===== config.mk =====
export PLATFORM = sky130hd
export DESIGN_NAME = uart_rx_os
export DESIGN_NICKNAME = d
export VERILOG_FILES = /design/src/rtl/uart_rx_os.sv
export SDC_FILE = /design/constraint.sdc
export NUM_CORES = 1
export LEC_CHECK = 0
export BUFFER_PORTS_ARGS = -buffer_cell sky130_fd_sc_hd__buf_2
export CAP_MARGIN = 20
export CELL_PAD_IN_SITES_DETAIL_PLACEMENT = 0
export CELL_PAD_IN_SITES_GLOBAL_PLACEMENT = 1
export CORE_MARGIN = 3
export CORE_UTILIZATION = 41
export DETAILED_ROUTE_END_ITERATION = 10
export HOLD_SLACK_MARGIN = 0.1
export PLACE_DENSITY = 0.75
export SYNTH_ARGS = -nofsm -noshare
export SYNTH_HDL_FRONTEND = slang
export SYNTH_SLANG_ARGS = --single-unit

===== constraint.sdc =====
create_clock -name CLK -period 1.65 [get_ports CLK]
set_clock_uncertainty 0.05 [all_clocks]
set_input_delay 0.165 -clock CLK [delete_from_list [all_inputs] [get_ports CLK]]
set_output_delay 0.165 -clock CLK [all_outputs]
set_load 0.05 [all_outputs]

===== src/rtl/uart_rx_os.sv =====
// uart_rx_os: oversampling UART receiver (8N1) with ready/clear handshake and sticky status flags.
// Define UART_RX_PARITY_EN to receive 8E1 frames; otherwise no parity bit is expected and parity_err is 0.
module uart_rx_os #(
  parameter int DATA_BITS  = 8,
  parameter int OVERSAMPLE = 16
) (
  input  logic                 CLK,
  input  logic                 RST,
  input  logic                 rx,
  input  logic                 en_clk,
  input  logic                 ready_clr,
  output logic                 ready,
  output logic [DATA_BITS-1:0] dout,
  output logic                 frame_err,
  output logic                 overrun,
  output logic                 parity_err
);

  localparam int CW = $clog2(OVERSAMPLE);
  localparam int BW = (DATA_BITS > 1) ? $clog2(DATA_BITS) : 1;

  localparam logic [CW-1:0] CNT_HALF = CW'(OVERSAMPLE / 2 - 1);
  localparam logic [CW-1:0] CNT_LAST = CW'(OVERSAMPLE - 1);
  localparam logic [CW-1:0] CNT_ONE  = CW'(1);
  localparam logic [BW-1:0] IDX_LAST = BW'(DATA_BITS - 1);
  localparam logic [BW-1:0] IDX_ONE  = BW'(1);

`ifdef UART_RX_PARITY_EN
  typedef enum logic [2:0] {IDLE, START, DATA, PARITY, STOP} state_t;
`else
  typedef enum logic [2:0] {IDLE, START, DATA, STOP} state_t;
`endif

  state_t               state_reg, state_next;
  logic [CW-1:0]        cnt_reg, cnt_next;
  logic [BW-1:0]        bit_idx_reg, bit_idx_next;
  logic [DATA_BITS-1:0] shift_reg, shift_next;
  logic [DATA_BITS-1:0] dout_reg, dout_next;
  logic                 ready_reg, ready_next;
  logic                 frame_err_reg, frame_err_next;
  logic                 overrun_reg, overrun_next;
  logic [1:0]           sync_reg;
  logic                 rx_s;

`ifdef UART_RX_PARITY_EN
  logic                 par_bad_reg, par_bad_next;
  logic                 parity_err_reg, parity_err_next;
`endif

  // Two-flop synchronizer; idles high so reset never looks like a start bit.
  always_ff @(posedge CLK or posedge RST) begin
    if (RST) begin
      sync_reg <= '1;
    end else begin
      sync_reg <= {sync_reg[0], rx};
    end
  end

  assign rx_s = sync_reg[1];

  always_ff @(posedge CLK or posedge RST) begin
    if (RST) begin
      state_reg      <= IDLE;
      cnt_reg        <= '0;
      bit_idx_reg    <= '0;
      shift_reg      <= '0;
      dout_reg       <= '0;
      ready_reg      <= 1'b0;
      frame_err_reg  <= 1'b0;
      overrun_reg    <= 1'b0;
`ifdef UART_RX_PARITY_EN
      par_bad_reg    <= 1'b0;
      parity_err_reg <= 1'b0;
`endif
    end else begin
      state_reg      <= state_next;
      cnt_reg        <= cnt_next;
      bit_idx_reg    <= bit_idx_next;
      shift_reg      <= shift_next;
      dout_reg       <= dout_next;
      ready_reg      <= ready_next;
      frame_err_reg  <= frame_err_next;
      overrun_reg    <= overrun_next;
`ifdef UART_RX_PARITY_EN
      par_bad_reg    <= par_bad_next;
      parity_err_reg <= parity_err_next;
`endif
    end
  end

  always_comb begin
    state_next      = state_reg;
    cnt_next        = cnt_reg;
    bit_idx_next    = bit_idx_reg;
    shift_next      = shift_reg;
    dout_next       = dout_reg;
    ready_next      = ready_reg;
    frame_err_next  = frame_err_reg;
    overrun_next    = overrun_reg;
`ifdef UART_RX_PARITY_EN
    par_bad_next    = par_bad_reg;
    parity_err_next = parity_err_reg;
`endif

    // Clear first so that a completion on the same edge takes precedence.
    if (ready_clr) begin
      ready_next     = 1'b0;
      frame_err_next = 1'b0;
      overrun_next   = 1'b0;
`ifdef UART_RX_PARITY_EN
      parity_err_next = 1'b0;
`endif
    end

    if (en_clk) begin
      cnt_next = cnt_reg + CNT_ONE;
      case (state_reg)
        IDLE: begin
          if (!rx_s) begin
            cnt_next   = '0;
            state_next = START;
          end
        end
        START: begin
          if (cnt_reg == CNT_HALF) begin
            if (!rx_s) begin
              cnt_next     = '0;
              bit_idx_next = '0;
              state_next   = DATA;
            end else begin
              state_next = IDLE;
            end
          end
        end
        DATA: begin
          if (cnt_reg == CNT_LAST) begin
            shift_next   = {rx_s, shift_reg[DATA_BITS-1:1]};
            bit_idx_next = bit_idx_reg + IDX_ONE;
            if (bit_idx_reg == IDX_LAST) begin
`ifdef UART_RX_PARITY_EN
              state_next = PARITY;
`else
              state_next = STOP;
`endif
            end
          end
        end
`ifdef UART_RX_PARITY_EN
        PARITY: begin
          if (cnt_reg == CNT_LAST) begin
            par_bad_next = ^{shift_reg, rx_s};
            state_next   = STOP;
          end
        end
`endif
        STOP: begin
          if (cnt_reg == CNT_LAST) begin
            state_next = IDLE;
            if (rx_s) begin
              dout_next  = shift_reg;
              ready_next = 1'b1;
              // A simultaneous clear counts as the previous byte being consumed.
              if (ready_reg && !ready_clr) begin
                overrun_next = 1'b1;
              end
`ifdef UART_RX_PARITY_EN
              if (par_bad_reg) begin
                parity_err_next = 1'b1;
              end
`endif
            end else begin
              frame_err_next = 1'b1;
            end
          end
        end
        default: begin
          state_next = IDLE;
        end
      endcase
    end
  end

  assign ready     = ready_reg;
  assign dout      = dout_reg;
  assign frame_err = frame_err_reg;
  assign overrun   = overrun_reg;
`ifdef UART_RX_PARITY_EN
  assign parity_err = parity_err_reg;
`else
  assign parity_err = 1'b0;
`endif

endmodule


==> results.ini <==
[place]
place.gp.congestion = 0.734
post-place-ws_ns = 0.0593
dp_hpwl_um = 1570
placedCellCount = 169
portBuffers = 15

[route]
vias_per_cell = 4.89
finalWirelength_um = 2290
route.detailed.drc = 0
ant_nets = 0
drt-initial-drc-count = 46
routedWlPerCell_um = 12.6
route.met2.wl_um = 1070
met3_length_um = 83
drt_pass1_iterations = 5
routed.top_layer = met4
vias = 885
wl_met1_um = 1090

[power_and_ir_drop]
p_leak_uw = 0.000773
irDropWorstVdd_mv = 0.410
clock_power_share = 0.242
total_power_uw = 1850
switchingPower_uw = 599
seqPwrFrac = 0.504
power_density_nw_per_um2 = 1150
comb_power_share = 0.254
swShare = 0.324
p_int_uw = 1250

[clock_tree]
numCtsBuffers = 5
cts.sinks = 30
clk_pin_slew_ns = 0.10
clock_latency_ns = 0.32
root_buffer = clkbuf_4
clockBufferDepth = 2
h-tree-depth = 2
tritoncts = done

[setup_path]
cpMaxStageDelayCell = dfrtp_1
crit_chain = ha_2 -> nand4_4 -> buf_4 -> or3_1 -> a21oi_2
cp-end-kind = flop
cp_num_buf_inv = 1
startpoint_type = flop
critPathRequiredTime_ns = 1.85
cp_max_fo = 6
critPathArrivalTime_ns = 1.77
path_class = flop to flop
cp_slowest_stage_delay_ns = 0.38
cp_top_family = simple AND/OR/NAND/NOR gates

[floorplanning]
die_h_um = 63.3
die_area_um2 = 4010
core_um2 = 3100
start_util = 0.434
rows = 20
ios = 17
die_w_um = 63.3

[logic_synthesis]
synth_area_um2 = 1350
synthFlopType = dfrtp_1
yosysWarnings = 0
synth_edf_count = 0
synth.most_common_cell = dfrtp_1
async_flop_share = 1.00
netlist.area_leader.share = 0.520
synth_fp_nets = 115
synth_top_cell_by_area = dfrtp_1
synth.distinct_cells = 33
ys_ff_latch = 30
synth.area.top_cells = dfrtp_1 (52%), mux2_2 (14%), dfstp_2 (3.9%)
synth_area_per_cell_um2 = 12.6
synth_cells = 107
synth_seq_area_share = 0.559
synthTopCellsByCount = dfrtp_1 (28), mux2_2 (17), o21ai_0 (8)

[timing]
setup_ws_ns = 0.0836
layout_min_cycle_time_ns = 1.57
max_freq_mhz = 638
final_max_slew_viol_count = 0
finalSetupViolCount = 0
hold_viol_final = 0
period_share = 0.949
hold_slack_ns = 0.148

[global_route]
grt_usage = 0.134
grt_max_degree = 31
antenna_found_initial = 0
grt_pass1_wl_um = 4140
grt_pass1_vias = 876
grt-ovfl-total = 0

[final_layout]
n_antenna_cell = 0
syn2layout_area_growth_pct = 19.6
n_fill_cell = 291
fin_cells = 181
drive_above_1_share = 0.423
final_util = 0.519
finish.net_count = 144

[hold_path]
min_path_type = input port to flop

[run_status]
status = complete, no violations

[run]
maxCapViolations = 0

[repair_timing]
item,in CTS,in global routing
setup buffers,0,1
gates resized for setup,0,3
hold buffers,3,0
endpoints found under the hold margin,32,0
endpoints found under the setup margin,0,17
[cells by family (layout without fill, tap and decap cells)]
kind of cell,count (synthesis),count (layout),share of synthesized area
flip-flops,30,30,0.559
multiplexers,18,18,0.149
AO/OA/AOI/OAI,19,19,0.0864
adder cells (fa/ha/maj),3,3,0.0279
AND/OR/NAND/NOR,25,25,0.135
buffers and inverters,11,41,0.0399
other,1,1,0.00278
[area by class of cell]
type                       count  area [um^2]  share of cell area
clock buffer                   7         55.1              0.0342
clock inverter                 1         5.00             0.00311
inverter                       7         26.3              0.0163
multi-input combinational     66          552               0.342
sequential                    30          753               0.467
tap                           44         55.1              0.0342
timing repair buffer          26          165               0.102
[power groups by stage]
stage	registers [uW]	logic, uW	clock network, uW
final	932	471	448
after detailed placement	948	435	0
after global placement	942	433	0
after global routing	945	532	499
after CTS	933	443	473
after floorplan	933	337	0
[stage by stage]
| stage | instance area, um^2 | setup TNS, ns |
|---|---|---|
| detailed placement | 1500 | 0 |
| global placement | 1500 | 0 |
| floorplan | 1350 | 0 |
| CTS | 1590 | 0 |
| global route | 1610 | -0.0170 |
| finish | 1610 | 0 |
[placed cells by master (no fill, tap or decap), types with 2 or more instances in the layout]
| master | synthesis | final |
|---|---|---|
| nor2b_1 | 3 | 3 |
| buf_2 | 1 | 15 |
| nand2b_1 | 2 | 2 |
| nor2_4 | 2 | 2 |
| nor3_1 | 2 | 2 |
| inv_1 | 7 | 7 |
| nand3_1 | 4 | 4 |
| o22ai_1 | 3 | 3 |
| dfstp_2 | 2 | 2 |
| dlygate4sd3_1 | 0 | 3 |
| buf_4 | 3 | 8 |
| mux2_2 | 17 | 17 |
| clkbuf_4 | 0 | 5 |
| ha_1 | 3 | 2 |
| o21ai_0 | 8 | 8 |
| nand2_1 | 2 | 2 |
| dfrtp_1 | 28 | 28 |
| a21oi_1 | 3 | 2 |
[path summary, 6_finish.rpt]
check | endpoint | from | cells past startpoint | slack (ns)
worst max-delay path | bit_idx_reg[0]$_DFFE_PP0P_ | cnt_reg[0]$_DFFE_PP0P_ | 5 | 0.08
worst min-delay path | cnt_reg[1]$_DFFE_PP0P_ | en_clk | 3 | 0.15
worst max register to register | bit_idx_reg[0]$_DFFE_PP0P_ | cnt_reg[0]$_DFFE_PP0P_ | 5 | 0.08
worst min register to register | sync_reg[1]$_DFF_PP1_ | sync_reg[0]$_DFF_PP1_ | 0 | 0.32
max in group asynchronous | sync_reg[0]$_DFF_PP1_ | RST | 4 | 0.85
min in group asynchronous | dout[1]$_DFFE_PP0P_ | RST | 4 | 0.39
[worst reg2reg max path: stages (launching register included)]
cell and delay (ns):
dfrtp_1 0.38, ha_2 0.22, nand4_4 0.15, buf_4 0.19, or3_1 0.36, a21oi_2 0.14
[routing by layer]
layer / GRT usage / up-vias
met5: 0 / -
met4: 0.0728 / 0
met3: 0.0428 / 5
met2: 0.198 / 15
met1: 0.173 / 422
li1: - / 443
Note: power is estimated with default switching activity, not from simulation.
